File: config.mk
export PLATFORM = sky130hd
export DESIGN_NAME = fp32_to_bf16_cvt
export DESIGN_NICKNAME = d
export VERILOG_FILES = /design/src/rtl/fp32_to_bf16_cvt.sv
export SDC_FILE = /design/constraint.sdc
export NUM_CORES = 1
export LEC_CHECK = 0
export ABC_AREA = 1
export CORE_ASPECT_RATIO = 2
export CORE_MARGIN = 2
export CORE_UTILIZATION = 40
export DETAILED_ROUTE_END_ITERATION = 7
export GPL_TIMING_DRIVEN = 0
export PLACE_DENSITY = 0.68
export SLEW_MARGIN = 20
export SYNTH_ARGS = -nofsm -noshare
export SYNTH_HDL_FRONTEND = slang
export SYNTH_SLANG_ARGS = --single-unit
File: constraint.sdc
create_clock -name clk -period 1.4 [get_ports clk]
set_input_delay 0.14 -clock clk [delete_from_list [all_inputs] [get_ports clk]]
set_output_delay 0.14 -clock clk [all_outputs]
set_load 0.02 [all_outputs]
File: src/rtl/fp32_to_bf16_cvt.sv
// fp32 -> bf16 streaming narrowing converter.
// Two pipeline stages, valid/ready handshake on both sides. Results are
// rounded to nearest, ties to even. The block keeps sticky exception flags
// and a count of output transfers.
module fp32_to_bf16_cvt #(
  parameter bit          SATURATE = 1'b0,
  parameter int unsigned COUNT_W  = 16
) (
  input  logic               clk,
  input  logic               rst_n,
  input  logic               in_valid,
  output logic               in_ready,
  input  logic [31:0]        in_data,
  output logic               out_valid,
  input  logic               out_ready,
  output logic [15:0]        out_data,
  input  logic               clr_flags,
  output logic               flg_inexact,
  output logic               flg_overflow,
  output logic               flg_underflow,
  output logic               flg_invalid,
  output logic [COUNT_W-1:0] cvt_count
);

  localparam int unsigned FP32_W = 32;
  localparam int unsigned BF16_W = 16;
  localparam int unsigned EXP_W  = 8;
  localparam int unsigned FRAC_W = 23;

  localparam logic [EXP_W-1:0] EXP_MAX = 8'hFF;
  localparam logic [6:0]       QNAN_M  = 7'h40;

  // Stage 1: raw fp32 word
  logic              s1_valid_q, s1_valid_d;
  logic [FP32_W-1:0] s1_data_q,  s1_data_d;

  // Stage 2: rounded bf16 word plus its per-word exception bits
  logic              s2_valid_q, s2_valid_d;
  logic [BF16_W-1:0] s2_data_q,  s2_data_d;
  logic              s2_inx_q,   s2_inx_d;
  logic              s2_ovf_q,   s2_ovf_d;
  logic              s2_unf_q,   s2_unf_d;
  logic              s2_nan_q,   s2_nan_d;

  // Sticky flags and transfer counter
  logic               flg_inx_q, flg_inx_d;
  logic               flg_ovf_q, flg_ovf_d;
  logic               flg_unf_q, flg_unf_d;
  logic               flg_nan_q, flg_nan_d;
  logic [COUNT_W-1:0] cnt_q,     cnt_d;

  // Handshake
  logic adv1_c, adv2_c, in_fire_c, out_fire_c;

  // Rounding datapath (stage 1 -> stage 2)
  logic              sign_c;
  logic [EXP_W-1:0]  exp_c;
  logic [FRAC_W-1:0] frac_c;
  logic [BF16_W-1:0] hi_c;
  logic              lsb_c, grd_c, stk_c, up_c;
  logic [BF16_W-1:0] rnd_c;
  logic [BF16_W-1:0] res_c;
  logic              res_inx_c, res_ovf_c, res_unf_c, res_nan_c;

  // Stage 2 advances when empty or drained. Stage 1 advances when empty
  // or when stage 2 advances. This makes a full pipe run at one word per
  // cycle with no bubbles.
  always_comb begin
    adv2_c     = !s2_valid_q || out_ready;
    adv1_c     = !s1_valid_q || adv2_c;
    in_fire_c  = in_valid && adv1_c;
    out_fire_c = s2_valid_q && out_ready;
  end

  // RNE round of the upper half. A fraction carry rolls into the exponent.
  // Specials are then resolved in priority order.
  always_comb begin
    sign_c = s1_data_q[31];
    exp_c  = s1_data_q[30:23];
    frac_c = s1_data_q[22:0];
    hi_c   = s1_data_q[31:16];
    lsb_c  = s1_data_q[16];
    grd_c  = s1_data_q[15];
    stk_c  = |s1_data_q[14:0];
    up_c   = grd_c && (stk_c || lsb_c);
    rnd_c  = hi_c + BF16_W'(up_c);

    res_c     = rnd_c;
    res_inx_c = grd_c || stk_c;
    res_ovf_c = 1'b0;
    res_unf_c = 1'b0;
    res_nan_c = 1'b0;

    if (exp_c == EXP_MAX && frac_c != '0) begin
      res_c     = {sign_c, EXP_MAX, QNAN_M};
      res_nan_c = 1'b1;
      res_inx_c = 1'b0;
    end else if (exp_c == EXP_MAX) begin
      res_c     = {sign_c, EXP_MAX, 7'h00};
      res_inx_c = 1'b0;
    end else if (exp_c == '0) begin
      res_c     = {sign_c, 15'h0000};
      res_unf_c = (frac_c != '0);
      res_inx_c = 1'b0;
    end else if (rnd_c[14:7] == EXP_MAX) begin
      res_c     = SATURATE ? {sign_c, 15'h7F7F} : {sign_c, 15'h7F80};
      res_ovf_c = 1'b1;
      res_inx_c = 1'b1;
    end
  end

  // Pipeline next-state. Each stage holds its contents while stalled.
  always_comb begin
    s1_valid_d = s1_valid_q;
    s1_data_d  = s1_data_q;
    s2_valid_d = s2_valid_q;
    s2_data_d  = s2_data_q;
    s2_inx_d   = s2_inx_q;
    s2_ovf_d   = s2_ovf_q;
    s2_unf_d   = s2_unf_q;
    s2_nan_d   = s2_nan_q;

    if (adv1_c) begin
      s1_valid_d = in_valid;
    end
    if (in_fire_c) begin
      s1_data_d = in_data;
    end
    if (adv2_c) begin
      s2_valid_d = s1_valid_q;
    end
    if (adv2_c && s1_valid_q) begin
      s2_data_d = res_c;
      s2_inx_d  = res_inx_c;
      s2_ovf_d  = res_ovf_c;
      s2_unf_d  = res_unf_c;
      s2_nan_d  = res_nan_c;
    end
  end

  // Sticky flags are set on output transfer and cleared on request. When
  // both happen in the same cycle, the set wins. The counter wraps.
  always_comb begin
    flg_inx_d = flg_inx_q;
    flg_ovf_d = flg_ovf_q;
    flg_unf_d = flg_unf_q;
    flg_nan_d = flg_nan_q;
    cnt_d     = cnt_q;

    if (clr_flags) begin
      flg_inx_d = 1'b0;
      flg_ovf_d = 1'b0;
      flg_unf_d = 1'b0;
      flg_nan_d = 1'b0;
    end
    if (out_fire_c) begin
      if (s2_inx_q) flg_inx_d = 1'b1;
      if (s2_ovf_q) flg_ovf_d = 1'b1;
      if (s2_unf_q) flg_unf_d = 1'b1;
      if (s2_nan_q) flg_nan_d = 1'b1;
      cnt_d = cnt_q + COUNT_W'(1);
    end
  end

  // State registers. Reset discards any in-flight words.
  always_ff @(posedge clk or negedge rst_n) begin
    if (!rst_n) begin
      s1_valid_q <= 1'b0;
      s1_data_q  <= '0;
      s2_valid_q <= 1'b0;
      s2_data_q  <= '0;
      s2_inx_q   <= 1'b0;
      s2_ovf_q   <= 1'b0;
      s2_unf_q   <= 1'b0;
      s2_nan_q   <= 1'b0;
      flg_inx_q  <= 1'b0;
      flg_ovf_q  <= 1'b0;
      flg_unf_q  <= 1'b0;
      flg_nan_q  <= 1'b0;
      cnt_q      <= '0;
    end else begin
      s1_valid_q <= s1_valid_d;
      s1_data_q  <= s1_data_d;
      s2_valid_q <= s2_valid_d;
      s2_data_q  <= s2_data_d;
      s2_inx_q   <= s2_inx_d;
      s2_ovf_q   <= s2_ovf_d;
      s2_unf_q   <= s2_unf_d;
      s2_nan_q   <= s2_nan_d;
      flg_inx_q  <= flg_inx_d;
      flg_ovf_q  <= flg_ovf_d;
      flg_unf_q  <= flg_unf_d;
      flg_nan_q  <= flg_nan_d;
      cnt_q      <= cnt_d;
    end
  end

  // Output drive
  always_comb begin
    in_ready      = adv1_c;
    out_valid     = s2_valid_q;
    out_data      = s2_data_q;
    flg_inexact   = flg_inx_q;
    flg_overflow  = flg_ovf_q;
    flg_underflow = flg_unf_q;
    flg_invalid   = flg_nan_q;
    cvt_count     = cnt_q;
  end

endmodule
==> metrics.cfg, run 1 <==
[status]
status = complete, but fails checks
violations = negative setup slack

[final_layout]
fillers = 769
layout_commonest_cell = nand2_1
ff_latch_area_um2 = 1860
syn_to_final_growth_pct = 48.9
diodes = 0
multi_input_area_um2 = 1600
stdcell_count = 636
layout_common_cells = 72 x nand2_1, 66 x dfrtp_1, 46 x nor2_1
drive_gt1_share_pct = 27.2
nets = 569

[timing]
finalCritPeriodShare_pct = 106
setup_violations = 6
fmax_ghz = 0.675
clock_skew_ns = 0.00535
fin_crit_ns = 1.48
setup_tns_ns = -0.222
layout_setup_ws_ns = -0.0817
finalHoldViolCount = 0
report.final.slew_viol_count = 0
rsz0062_at_grt = yes
relSlewSlack_pct = 67.4
worstMarginPinSlew_ns = 0.489

[logic_synthesis]
yosysWarnings = 0
synth_fp_nets = 445
ys_seq_area_share_pct = 53.0
synth.avg_cell_area_um2 = 8.59
synth_cell_type_count = 34
syn_inst = 407
ys_ff_latch = 74
synth_area_um2 = 3490

[setup_path]
crit_fanout = 3
critical_path_required_ns = 1.66
r2r_slack_ns = -0.08
endpoint_kind = register
cp_data_arrival_time_ns = 1.74
critPathLaunchType = register
critPathKind = register to register

[clock_network]
cts_tree = built
cts-htree-levels = 3
insertion_delay_ns = 0.33
cts_made_buffers = 9
cts_root_buf = clkbuf_16
clkTransAtPathRegs_ns = 0.06
clk_path_buf_depth = 2
cts.sinks = 74

[grt]
grtUsageMet2_pct = 38.7
grt_pass1_wl_um = 14900
top_usage_layer = met2
grt_max_degree = 39
gr-total-overflow = 0
use_met1_pct = 20.6
grt_pass1_vias = 3105
antenna_found_initial = 0
grt_use_total_pct = 20.5
grt_util_met3_pct = 4.08

[detailed_routing]
drt.antenna.violating_nets = 0
drc = 0
vias = 3131
vias_per_cell = 4.92
wl_per_cell_um = 14.5
drt_iter0_markers = 204
drt-pass1-iter-count = 4
routed_wl_um = 9230

[place]
place_congestion = 0.912
post-dp-hpwl_um = 6840
place_inst = 582
numPortBuffers = 74

[power_and_ir_drop]
powerDensity_nw_per_um2 = 1520
p_leak_uw = 0.00252
peakVddDrop_mv = 0.892

[floorplanning]
initial_core_util_pct = 40.7
core_um2 = 8590
rows = 48
die_h_um = 136
io_pins = 75
die_area_um2 = 9550
fp.dieW_um = 70.1

[run]
cap_violations = 0

[hold_path]
hold_class = input port to asynchronous set/reset pin

-- path summary, 6_finish.rpt --
path	to	start	cells past startpoint
min	cvt_count[1]	rst_n	2
max in group asynchronous	s1_data_q[22]	rst_n	3
min in group clk	s1_data_q[10]	in_data[10]	3
max	cvt_count[12]	cvt_count[1]	7
min reg2reg	s2_inx_q	s2_inx_q	2
max reg2reg	cvt_count[12]	cvt_count[1]	7
-- where the power goes --
group	switching (uW)	internal, uW
Clock	881	1740
Combinational	1370	986
Sequential	375	2570
-- area by class of cell --
type,instances,area share (%)
plain buffers,8,0.986
well taps,100,2.40
flip-flops and latches,74,35.8
clock inverters,7,2.24
inverters,55,4.11
clock buffers,9,4.33
multi-input cells,270,30.7
repair buffers,113,19.4
-- worst max-delay path: stages, from the launching register on --
cell and delay [ns]:
dfrtp_2 0.40, ha_4 0.14, inv_2 0.04, nor2_4 0.10, nand3_2 0.10, or2_4 0.28
nor3_4 0.19, xor2_1 0.15
-- timing repair --
| item | in CTS | in global routing |
|---|---|---|
| hold endpoints to repair | 36 | 0 |
| setup buffers | 14 | 23 |
| pin swaps | 14 | 39 |
| resized for setup | 62 | 59 |
| setup endpoints to repair | 94 | 31 |
| hold buffers | 1 | 0 |
-- cells by family after synthesis --
group	after synthesis	synth area share [%]
buffers and inverters	63	6.95
AND/OR/NAND/NOR	194	25.8
flip-flops	74	53.0
XOR/XNOR	16	4.01
multiplexers	6	1.93
adder cells (fa/ha/maj)	1	0.358
AO/OA/AOI/OAI	53	7.98
-- cells in the mapped netlist (all sizes together) --
library cell | count | area [um^2]
nand2 | 88 | 345
dfrtp | 74 | 1850
nor2 | 62 | 278
inv | 54 | 203
a21oi | 29 | 145
nand3 | 23 | 133
o21ai | 18 | 93.8
nand4 | 14 | 87.6
xor2 | 10 | 87.6
mux2 | 6 | 67.6
xnor2 | 6 | 52.6
buf | 5 | 23.8
nor3 | 5 | 41.3
clkbuf | 3 | 11.3
o22ai | 3 | 18.8
o31ai | 2 | 15.0
a31oi | 1 | 6.26
clkinv | 1 | 5.00
ha | 1 | 12.5
nand3b | 1 | 7.51
or2 | 1 | 8.76
-- state kept, by name (all words and copies together), names as in the netlist --
name	cells
flg_overflow	1
s1_valid_q	1
flg_inexact	1
cvt_count	16
s1_data_q	32
s2_nan_q	1
out_valid	1
s2_inx_q	1
out_data	16
flg_underflow	1
s2_unf_q	1
flg_invalid	1
s2_ovf_q	1
-- through the flow --
stage | area (um^2) | util (%) | setup WS [ns] | hold slack (ns) | total power (uW)
after floorplan | 3520 | - | -0.105 | -0.156 | 4110
after global placement | 4390 | 51.1 | -2.55 | 0.468 | 5060
after detailed placement | 4410 | 51.3 | -0.422 | 0.137 | 5120
after CTS | 4890 | 56.9 | -0.0781 | 0.315 | 7720
after global routing | 5200 | 60.6 | -0.140 | 0.343 | 8360
final | 5200 | 60.6 | -0.0817 | 0.305 | 7920
-- routing by layer --
metal  wire [um]  vias up
met1        3250     1500
met2        5460       64
met5           0        -
li1            -     1548
met3         260       19
met4         263        0
(Power assumes the default switching activity.)
==> inputs of run 2 (changes only) <==
--- a/config.mk
+++ b/config.mk
@@ -9,6 +9,7 @@
 export CORE_ASPECT_RATIO = 2
 export CORE_MARGIN = 2
 export CORE_UTILIZATION = 40
+export CTS_BUF_LIST = sky130_fd_sc_hd__clkbuf_2 sky130_fd_sc_hd__clkbuf_4 sky130_fd_sc_hd__clkbuf_8
 export DETAILED_ROUTE_END_ITERATION = 7
 export GPL_TIMING_DRIVEN = 0
 export PLACE_DENSITY = 0.68
==> run 2 against run 1 <==
Compared with the run above: the run still ends with negative setup slack left; clock skew increased by 0.0039 ns; routed wire length about the same; non-clock buffer count unchanged; register-to-register slack about the same; cell area decreased by 2.2%; first-iteration DRC count decreased by 24%; clock power decreased by 24%; critical path type unchanged; largest cell class unchanged; largest power group unchanged.
==> metrics.cfg, run 2 (synthesis gave the netlist of run 1 again) <==
[timing]
fmax_ghz = 0.682  ; +0.98%
fin_crit_ns = 1.47  ; -0.0144 ns
holdWs_ns = 0.273  ; -0.0316 ns
layout_setup_ws_ns = -0.0673  ; +0.0144 ns
report.final.slew_viol_count = 0  ; unchanged
finalCritPeriodShare_pct = 105  ; -1.0 points
relSlewSlack_pct = 67.2  ; -0.18 points
clock_skew_ns = 0.00928  ; +0.00392 ns
finalHoldViolCount = 0  ; unchanged
rsz0062_at_grt = yes
setup_violations = 5  ; -1
worstMarginPinSlew_ns = 0.492  ; +0.00263 ns

[setup_path]
crit_buf_inv = 1  ; unchanged
path_delay_family = simple AND/OR/NAND/NOR gates
cp_data_arrival_time_ns = 1.75  ; about the same
critical_path_required_ns = 1.69  ; +0.03 ns
worstPathCellList = ha_4 -> inv_2 -> nor2_4 -> nand3_2 -> or2_4 -> nor3_4 -> xor2_1
crit_fanout = 3  ; unchanged
critPathSlowestCell = dfrtp_2
critPathLaunchType = register
endpoint_kind = register
critPathKind = register to register
critPathMaxStageDelay_ns = 0.40  ; about the same

[grt]
grt_pass1_wl_um = 14900  ; about the same
grt_util_met3_pct = 3.85  ; -0.22 points
top_usage_layer = met2
antenna_found_initial = 0  ; unchanged
grtUsageMet2_pct = 38.5  ; -0.16 points
use_met1_pct = 20.7  ; +0.048 points
grt_max_degree = 39  ; unchanged
gr-total-overflow = 0  ; unchanged
grt_use_total_pct = 20.4  ; -0.031 points
grt_pass1_vias = 3109  ; +0.13%

[detailed_routing]
drt-pass1-iter-count = 4  ; unchanged
vias_per_cell = 4.90  ; -0.54%
vias = 3114  ; -0.54%
drt_iter0_markers = 155  ; -24%
wl_per_cell_um = 14.5  ; about the same
drt.antenna.violating_nets = 0  ; unchanged
drc = 0  ; unchanged
routed_wl_um = 9230  ; about the same

[status]
status = complete, but fails checks
violations = negative setup slack

[place]
post-dp-hpwl_um = 6840  ; unchanged
place_congestion = 0.912  ; unchanged
place_inst = 582  ; unchanged
place_area_um2 = 4410  ; unchanged
place_ws_ns = -0.422  ; unchanged
numPortBuffers = 74  ; unchanged

[floorplanning]
rows = 48  ; unchanged
die_h_um = 136  ; unchanged
core_um2 = 8590  ; unchanged
die_area_um2 = 9550  ; unchanged
fp.dieW_um = 70.1  ; unchanged
io_pins = 75  ; unchanged
initial_core_util_pct = 40.7  ; unchanged

[final_layout]
drive_gt1_share_pct = 27.1  ; -0.19 points
fin_area_um2 = 5090  ; -2.2%
layout_commonest_cell = nand2_1
syn_to_final_growth_pct = 45.7
diodes = 0  ; unchanged
regMostFlops = s1_data_q
layout_common_cells = 74 x nand2_1, 65 x dfrtp_1, 46 x nor2_1
largest_reg_flops = 32  ; unchanged
stdcell_count = 636  ; unchanged
nets = 569  ; unchanged

[clock_network]
insertion_delay_ns = 0.36  ; +0.03 ns
cts_tree = built
clk_path_buf_depth = 2  ; unchanged
cts-htree-levels = 3  ; unchanged
cts.sinks = 74  ; unchanged
clkTransAtPathRegs_ns = 0.08  ; +0.02 ns
cts_root_buf = clkbuf_8
cts_made_buffers = 9  ; unchanged

[power_and_ir_drop]
peakVddDrop_mv = 0.720  ; -19%
powerDensity_nw_per_um2 = 1430  ; -6.1%
power.total_uw = 7280  ; -8.1%
p_leak_uw = 0.00246  ; -2.4%

[hold_path]
hold_class = input port to asynchronous set/reset pin

[run]
cap_violations = 0  ; unchanged

## run 2: cell types whose count changed in the layout (fill, tap and decap cells not counted), moves of 2 or more
cell           previous run  this run
clkbuf_16                 9         0
clkbuf_8                  0         9
inv_2                    18        15
dlygate4sd2_1            36        34
inv_1                    35        37
nand2_1                  72        74
nand2_4                   5         3
o21ai_0                   9        11
o21ai_1                   4         2
## run 2: path summary, 6_finish.rpt
path,start,to,slack (ns),cells past startpoint
min,rst_n,cvt_count[5],0.27,2
min reg2reg,out_data[6],out_data[6],0.48,2
min in group clk,in_data[10],s1_data_q[10],0.36,3
max,cvt_count[0],cvt_count[12],-0.07,7
max reg2reg,cvt_count[0],cvt_count[12],-0.07,7
max in group asynchronous,rst_n,s1_data_q[22],0.54,3
## run 2: metrics by stage
| step | setup TNS (ns) | util, % |
|---|---|---|
| after global placement | -188.96 | 51.1 |
| after CTS | -0.152 | 55.8 |
| final | -0.182 | 59.3 |
| after detailed placement | -21.16 | 51.3 |
| after floorplan | -0.175 | - |
| after global routing | -0.975 | 59.3 |
## run 2: layer usage
metal / share of wire, % / wire (um)
met5: 0 / 0
met4: 3.3 / 301
met3: 3.2 / 291
met2: 58 / 5390
met1: 35 / 3250
## run 2: cell type report
cell class	instances	area, um^2
fillers	778	3500
flip-flops and latches	74	1860
multi-input cells	270	1580
repair buffers	113	1010
inverters	55	216
well taps	100	125
clock buffers	9	124
clock inverters	7	116
plain buffers	8	51.3
## run 2: worst reg2reg max path, cell delays in order (launching register included)
cell and delay [ns]:
dfrtp_2 0.40, ha_4 0.14, inv_2 0.04, nor2_4 0.10
nand3_2 0.10, or2_4 0.28, nor3_4 0.20, xor2_1 0.15
## run 2: repair_timing
item	4_1_cts	5_1_grt
pin swaps	15	25
endpoints found under the setup margin	94	34
hold buffers	1	0
setup buffers	14	23
endpoints found under the hold margin	36	0
gates resized for setup	67	53
## run 2: report_power, final
group / leakage, uW / internal (uW) / total, uW / switching (uW)
combinational: 0.00147 / 988 / 2360 / 1370
sequential: 0.000866 / 2570 / 2920 / 354
clock: 0.000120 / 1180 / 2000 / 816
